===== src/rtl/md5_pkg.sv =====
// Shared MD5 word/rotate definitions: the word type, rotate widths, and the
// reference rotate functions that the MD5 core and the rotate bench both use.
package md5_pkg;

    localparam int WORD_W     = 32;
    localparam int ROT_W      = 5;
    localparam int STEP_TAG_W = 6;

    typedef logic [WORD_W-1:0] word_t;
    typedef logic [ROT_W-1:0]  rot_t;

    function automatic word_t rotr(input word_t word, input rot_t amt);
        logic [2*WORD_W-1:0] dbl;
        dbl = {word, word} >> amt;
        return dbl[WORD_W-1:0];
    endfunction

    function automatic word_t rotl(input word_t word, input rot_t amt);
        logic [2*WORD_W-1:0] dbl;
        dbl = {word, word} << amt;
        return dbl[2*WORD_W-1:WORD_W];
    endfunction

endpackage


===== src/rtl/rrotate_stage.sv =====
// One log-shifter stage: conditionally rotates right by 2^K while loading,
// and holds its word until the downstream side can take it.
module rrotate_stage
    import md5_pkg::*;
#(
    parameter int WIDTH = WORD_W,
    parameter int SHW   = ROT_W,
    parameter int TAG_W = STEP_TAG_W,
    parameter int K     = 0
) (
    input  logic             clk,
    input  logic             rst,
    input  logic             prev_valid,
    input  logic [WIDTH-1:0] prev_data,
    input  logic [SHW-1:0]   prev_s,
    input  logic [TAG_W-1:0] prev_tag,
    input  logic             next_ready,
    output logic             valid,
    output logic [WIDTH-1:0] data,
    output logic [SHW-1:0]   s,
    output logic [TAG_W-1:0] tag
);

    localparam int SH = 1 << K;

    logic             valid_q, valid_d;
    logic [WIDTH-1:0] data_q, data_d;
    logic [SHW-1:0]   s_q, s_d;
    logic [TAG_W-1:0] tag_q, tag_d;
    logic [WIDTH-1:0] rot_s;
    logic             load_s;

    // Next-state: load when empty or when the held word leaves this cycle.
    always_comb begin
        rot_s   = prev_data;
        load_s  = !valid_q || next_ready;
        valid_d = valid_q;
        data_d  = data_q;
        s_d     = s_q;
        tag_d   = tag_q;
        if (prev_s[K]) begin
            rot_s = (prev_data >> SH) | (prev_data << (WIDTH - SH));
        end else begin
            rot_s = prev_data;
        end
        if (load_s) begin
            valid_d = prev_valid;
            // Payload is only captured from an accepted word so idle X never enters.
            if (prev_valid) begin
                data_d = rot_s;
                s_d    = prev_s;
                tag_d  = prev_tag;
            end else begin
                data_d = data_q;
                s_d    = s_q;
                tag_d  = tag_q;
            end
        end else begin
            valid_d = valid_q;
        end
    end

    // Stage registers with synchronous reset.
    always_ff @(posedge clk) begin
        if (rst) begin
            valid_q <= 1'b0;
            data_q  <= '0;
            s_q     <= '0;
            tag_q   <= '0;
        end else begin
            valid_q <= valid_d;
            data_q  <= data_d;
            s_q     <= s_d;
            tag_q   <= tag_d;
        end
    end

    assign valid = valid_q;
    assign data  = data_q;
    assign s     = s_q;
    assign tag   = tag_q;

endmodule


===== src/rtl/rrotate_pipe.sv =====
// Pipelined right-rotate (inverse of the MD5 left rotate): SHW log-shifter
// stages with valid/ready flow control and bubble collapsing.
module rrotate_pipe
    import md5_pkg::*;
#(
    parameter int WIDTH = WORD_W,
    parameter int SHW   = ROT_W,
    parameter int TAG_W = STEP_TAG_W
) (
    input  logic             clk,
    input  logic             rst,
    input  logic             in_valid,
    output logic             in_ready,
    input  logic [WIDTH-1:0] in_data,
    input  logic [SHW-1:0]   in_s,
    input  logic [TAG_W-1:0] in_tag,
    output logic             out_valid,
    input  logic             out_ready,
    output logic [WIDTH-1:0] out_data,
    output logic [TAG_W-1:0] out_tag
);

    // Index 0 is the input port; index k+1 is the register of stage k.
    logic [SHW:0]     v_s;
    logic [WIDTH-1:0] d_s   [SHW+1];
    logic [SHW-1:0]   s_s   [SHW+1];
    logic [TAG_W-1:0] t_s   [SHW+1];
    logic [SHW-1:0]   nr_s;
    logic             in_rdy_s;

    assign v_s[0] = in_valid;
    assign d_s[0] = in_data;
    assign s_s[0] = in_s;
    assign t_s[0] = in_tag;

    // The ready chain is unrolled: a stage can accept if out_ready is high or
    // any stage downstream of it is empty, which keeps the path loop-free.
    always_comb begin
        nr_s     = '0;
        in_rdy_s = out_ready;
        for (int k = 0; k < SHW; k++) begin
            nr_s[k] = out_ready;
            for (int j = k + 2; j <= SHW; j++) begin
                nr_s[k] = nr_s[k] | !v_s[j];
            end
        end
        for (int j = 1; j <= SHW; j++) begin
            in_rdy_s = in_rdy_s | !v_s[j];
        end
    end

    for (genvar g = 0; g < SHW; g++) begin : g_stage
        rrotate_stage #(
            .WIDTH (WIDTH),
            .SHW   (SHW),
            .TAG_W (TAG_W),
            .K     (g)
        ) u_stage (
            .clk        (clk),
            .rst        (rst),
            .prev_valid (v_s[g]),
            .prev_data  (d_s[g]),
            .prev_s     (s_s[g]),
            .prev_tag   (t_s[g]),
            .next_ready (nr_s[g]),
            .valid      (v_s[g+1]),
            .data       (d_s[g+1]),
            .s          (s_s[g+1]),
            .tag        (t_s[g+1])
        );
    end

    assign in_ready  = in_rdy_s;
    assign out_valid = v_s[SHW];
    assign out_data  = d_s[SHW];
    assign out_tag   = t_s[SHW];

endmodule


===== config.mk =====
export PLATFORM = sky130hd
export DESIGN_NAME = rrotate_pipe
export DESIGN_NICKNAME = d
export VERILOG_FILES = /design/src/rtl/md5_pkg.sv /design/src/rtl/rrotate_stage.sv /design/src/rtl/rrotate_pipe.sv
export SDC_FILE = /design/constraint.sdc
export NUM_CORES = 1
export LEC_CHECK = 0
export CORE_AREA = 2 2 168 170
export CTS_CLUSTER_SIZE = 14
export DETAILED_ROUTE_END_ITERATION = 7
export DIE_AREA = 0 0 170 172
export GPL_TIMING_DRIVEN = 0
export SYNTH_ARGS = -nofsm -noshare
export SYNTH_HDL_FRONTEND = slang
export SYNTH_HIERARCHICAL = 1
export SYNTH_SLANG_ARGS = --single-unit
export TNS_END_PERCENT = 1

===== constraint.sdc =====
create_clock -name clk -period 3.5 [get_ports clk]
set_input_delay 0.7 -clock clk [delete_from_list [all_inputs] [get_ports clk]]
set_output_delay 0.7 -clock clk [all_outputs]
set_load 0.01 [all_outputs]

==> run_results.csv <==
group,metric,value,unit
layout,fin_area,10800,µm²
clock_network,clkTransAtPathRegs,60,ps
logic_synthesis,syn_nets,809,
clock_network,clk_latency,490,ps
setup_path,worst-path-max-fanout,3,
setup_path,worst_ep_required_time,2800,ps
global_route,antenna_found_initial,0,
clock_network,post-cts-setup-buffer-count,0,
global_route,grt_start_max_net_pins,25,
floorplan,start_util,0.322,
place,placed_cell_area,10100,µm²
power_and_ir_drop,internal_power,3900,µW
timing,rsz0062_at_grt,"false",
power_and_ir_drop,swShare,0.223,
power_and_ir_drop,p_sw,1120,µW
power_and_ir_drop,power_density,464,nW/µm²
timing,slew_headroom,0.153,
global_route,grt_pass1_vias,6123,
floorplan,io_pins,87,
timing,fin_setup_tns,0,ps
place,hpwl,15100,µm
clock_network,cts.repair.resized,0,
power_and_ir_drop,seqPwrFrac,0.483,
layout,ff_latch_area,4100,µm²
clock_network,cts_tree,"done",
floorplan,core_area,27500,µm²
worst_hold_path,min_from,"g_stage[4].u_stage/data[29]$_SDFFE_PP0P_",
timing,maxSlewViolCount,0,
layout,synthToLayoutAreaGrowth,22.4,%
setup_path,reg2reg_depth,7,
global_route,track_usage,0.137,
layout,multiInputGateArea,4110,µm²
power_and_ir_drop,p_leak,0.00356,µW
timing,skew,6.18,ps
timing,period_needed,2760,ps
place,portBuffers,84,
setup_path,r2r_start,"g_stage[4].u_stage/valid$_SDFFE_PP0P_",
clock_network,cts_root_buf,"clkbuf_16",
floorplan,die_y,172,µm
timing,finalHoldViolCount,0,
drt,routed_wl,20300,µm
timing,setup_viol,0,
clock_network,cts.sinks,205,
setup_path,endpoint_kind,"output port",
power_and_ir_drop,clkPwrFrac,0.453,
layout,layout-drive-gt1-share,0.197,
clock_network,cts_buffers,23,
worst_hold_path,hold_depth,1,
drt,antenna_left,0,
logic_synthesis,synth.avg_cell_area,11.6,µm²
layout,fillCellCount,2742,
logic_synthesis,synth_cells,762,
power_and_ir_drop,pwr-share-comb,0.064,
logic_synthesis,yosys_warnings,6,
drt,wl_per_cell,16.5,µm
setup_path,startpoint_type,"input pin",
floorplan,die_x,170,µm
global_route,grt_pass1_wl,32400,µm
layout,final_nets,918,
global_route,grt.overflow.total,0,
clock_network,cts_hold_buf,0,
drt,drc,0,
floorplan,num_rows,61,
run,cap_violations,0,
timing,fmax,362,MHz
layout,diodes,0,
setup_path,crit_arrival,2060,ps
setup_path,r2r_end,"g_stage[0].u_stage/data[10]$_SDFFE_PP0P_",
clock_network,cts_max_level,1,
drt,drt_iter0_markers,186,
place,gp_congestion,0.761,
worst_hold_path,hold_end,"g_stage[4].u_stage/data[29]$_SDFFE_PP0P_",
status,status,"finished, final reports clean",
power_and_ir_drop,ir_drop,0.250,mV
timing,finalCritPeriodShare,0.789,
timing,tightest_slew,1270,ps
setup_path,r2r_slack,1700,ps
timing,whs,461,ps
clock_network,cts_buffer_depth,3,
drt,viasPerCell,4.98,
worst_hold_path,hold_class,"flip-flop to flip-flop",
drt,drt_pass1_iterations,4,
floorplan,die_area,29200,µm²
logic_synthesis,syn_area,8840,µm²
drt,vias,6128,
setup_path,critPathKind,"input pin to output port",
-- routing by layer --
metal / vias up / global-route usage / share of wire
met4: 0 / 0.0297 / 0.012
met3: 19 / 0.0211 / 0.032
met2: 76 / 0.238 / 0.48
met1: 2940 / 0.179 / 0.47
met5: - / 0 / 0
li1: 3093 / - / -
-- placed cells by master (no fill, tap or decap) --
master and count:
nand3b_1 5, a21bo_2 40, buf_4 10, clkdlybuf4s50_1 84, clkbuf_1 11, dfxtp_1 205, a21oi_4 5, inv_1 7
clkinvlp_4 1, clkinv_2 4, clkbuf_8 4, clkbuf_16 23, mux2i_1 160, bufinv_16 1, a21oi_1 45, nand3_1 41
and2b_2 1, o2bb2ai_2 10, buf_6 25, nand2b_4 5, buf_2 45, o2bb2ai_1 150, and4b_1 1, nand2_1 2
-- power groups by stage --
stage	sequential (µW)	combinational (µW)	clock, µW
3_5_place_dp	2480	322	0
6_report	2420	320	2280
2_1_floorplan	2460	210	0
4_1_cts	2430	322	2340
3_3_place_gp	2480	317	0
5_1_grt	2430	349	2430
-- final cells by class --
cell class              count  share of cell area
multi-input cells         465               0.380
plain buffers              85              0.0555
flip-flops and latches    205               0.379
repair buffers             84              0.0777
clock buffers              33              0.0603
well taps                 346              0.0400
inverters                   7             0.00243
clock inverters             6             0.00532
-- flip-flops by register name (all words and copies together) (netlist names) --
signal and cells:
g_stage.u_stage/tag 30, g_stage.u_stage/valid 5, g_stage.u_stage/s 10, g_stage.u_stage/data 160
-- stage by stage --
stage / power [µW] / instances / worst slack, ps / util
final: 5020 / 1231 / 739 / 0.394
after CTS: 5090 / 1231 / 722 / 0.394
after detailed placement: 2800 / 1192 / 553 / 0.368
after global placement: 2790 / 1192 / 595 / 0.368
after global routing: 5210 / 1231 / 656 / 0.394
after floorplan: 2670 / 762 / 1700 / -
-- worst max-delay path, stage by stage --
cell	delay [ps]
clkdlybuf4s50_1	490
and4b_1	240
nand3_1	100
clkdlybuf4s50_1	540
-- how the worst max path moves through the flow --
stage              start                                        to  depth (start not counted)
2_1_floorplan  out_ready   g_stage[0].u_stage/data[1]$_SDFFE_PP0P_                          7
3_3_place_gp         rst  g_stage[0].u_stage/data[14]$_SDFFE_PP0P_                          4
3_5_place_dp         rst  g_stage[0].u_stage/data[10]$_SDFFE_PP0P_                          4
4_1_cts        out_ready                                  in_ready                          4
5_1_grt        out_ready                                  in_ready                          4
6_report       out_ready                                  in_ready                          4
Note: power is estimated with default switching activity, not from simulation.
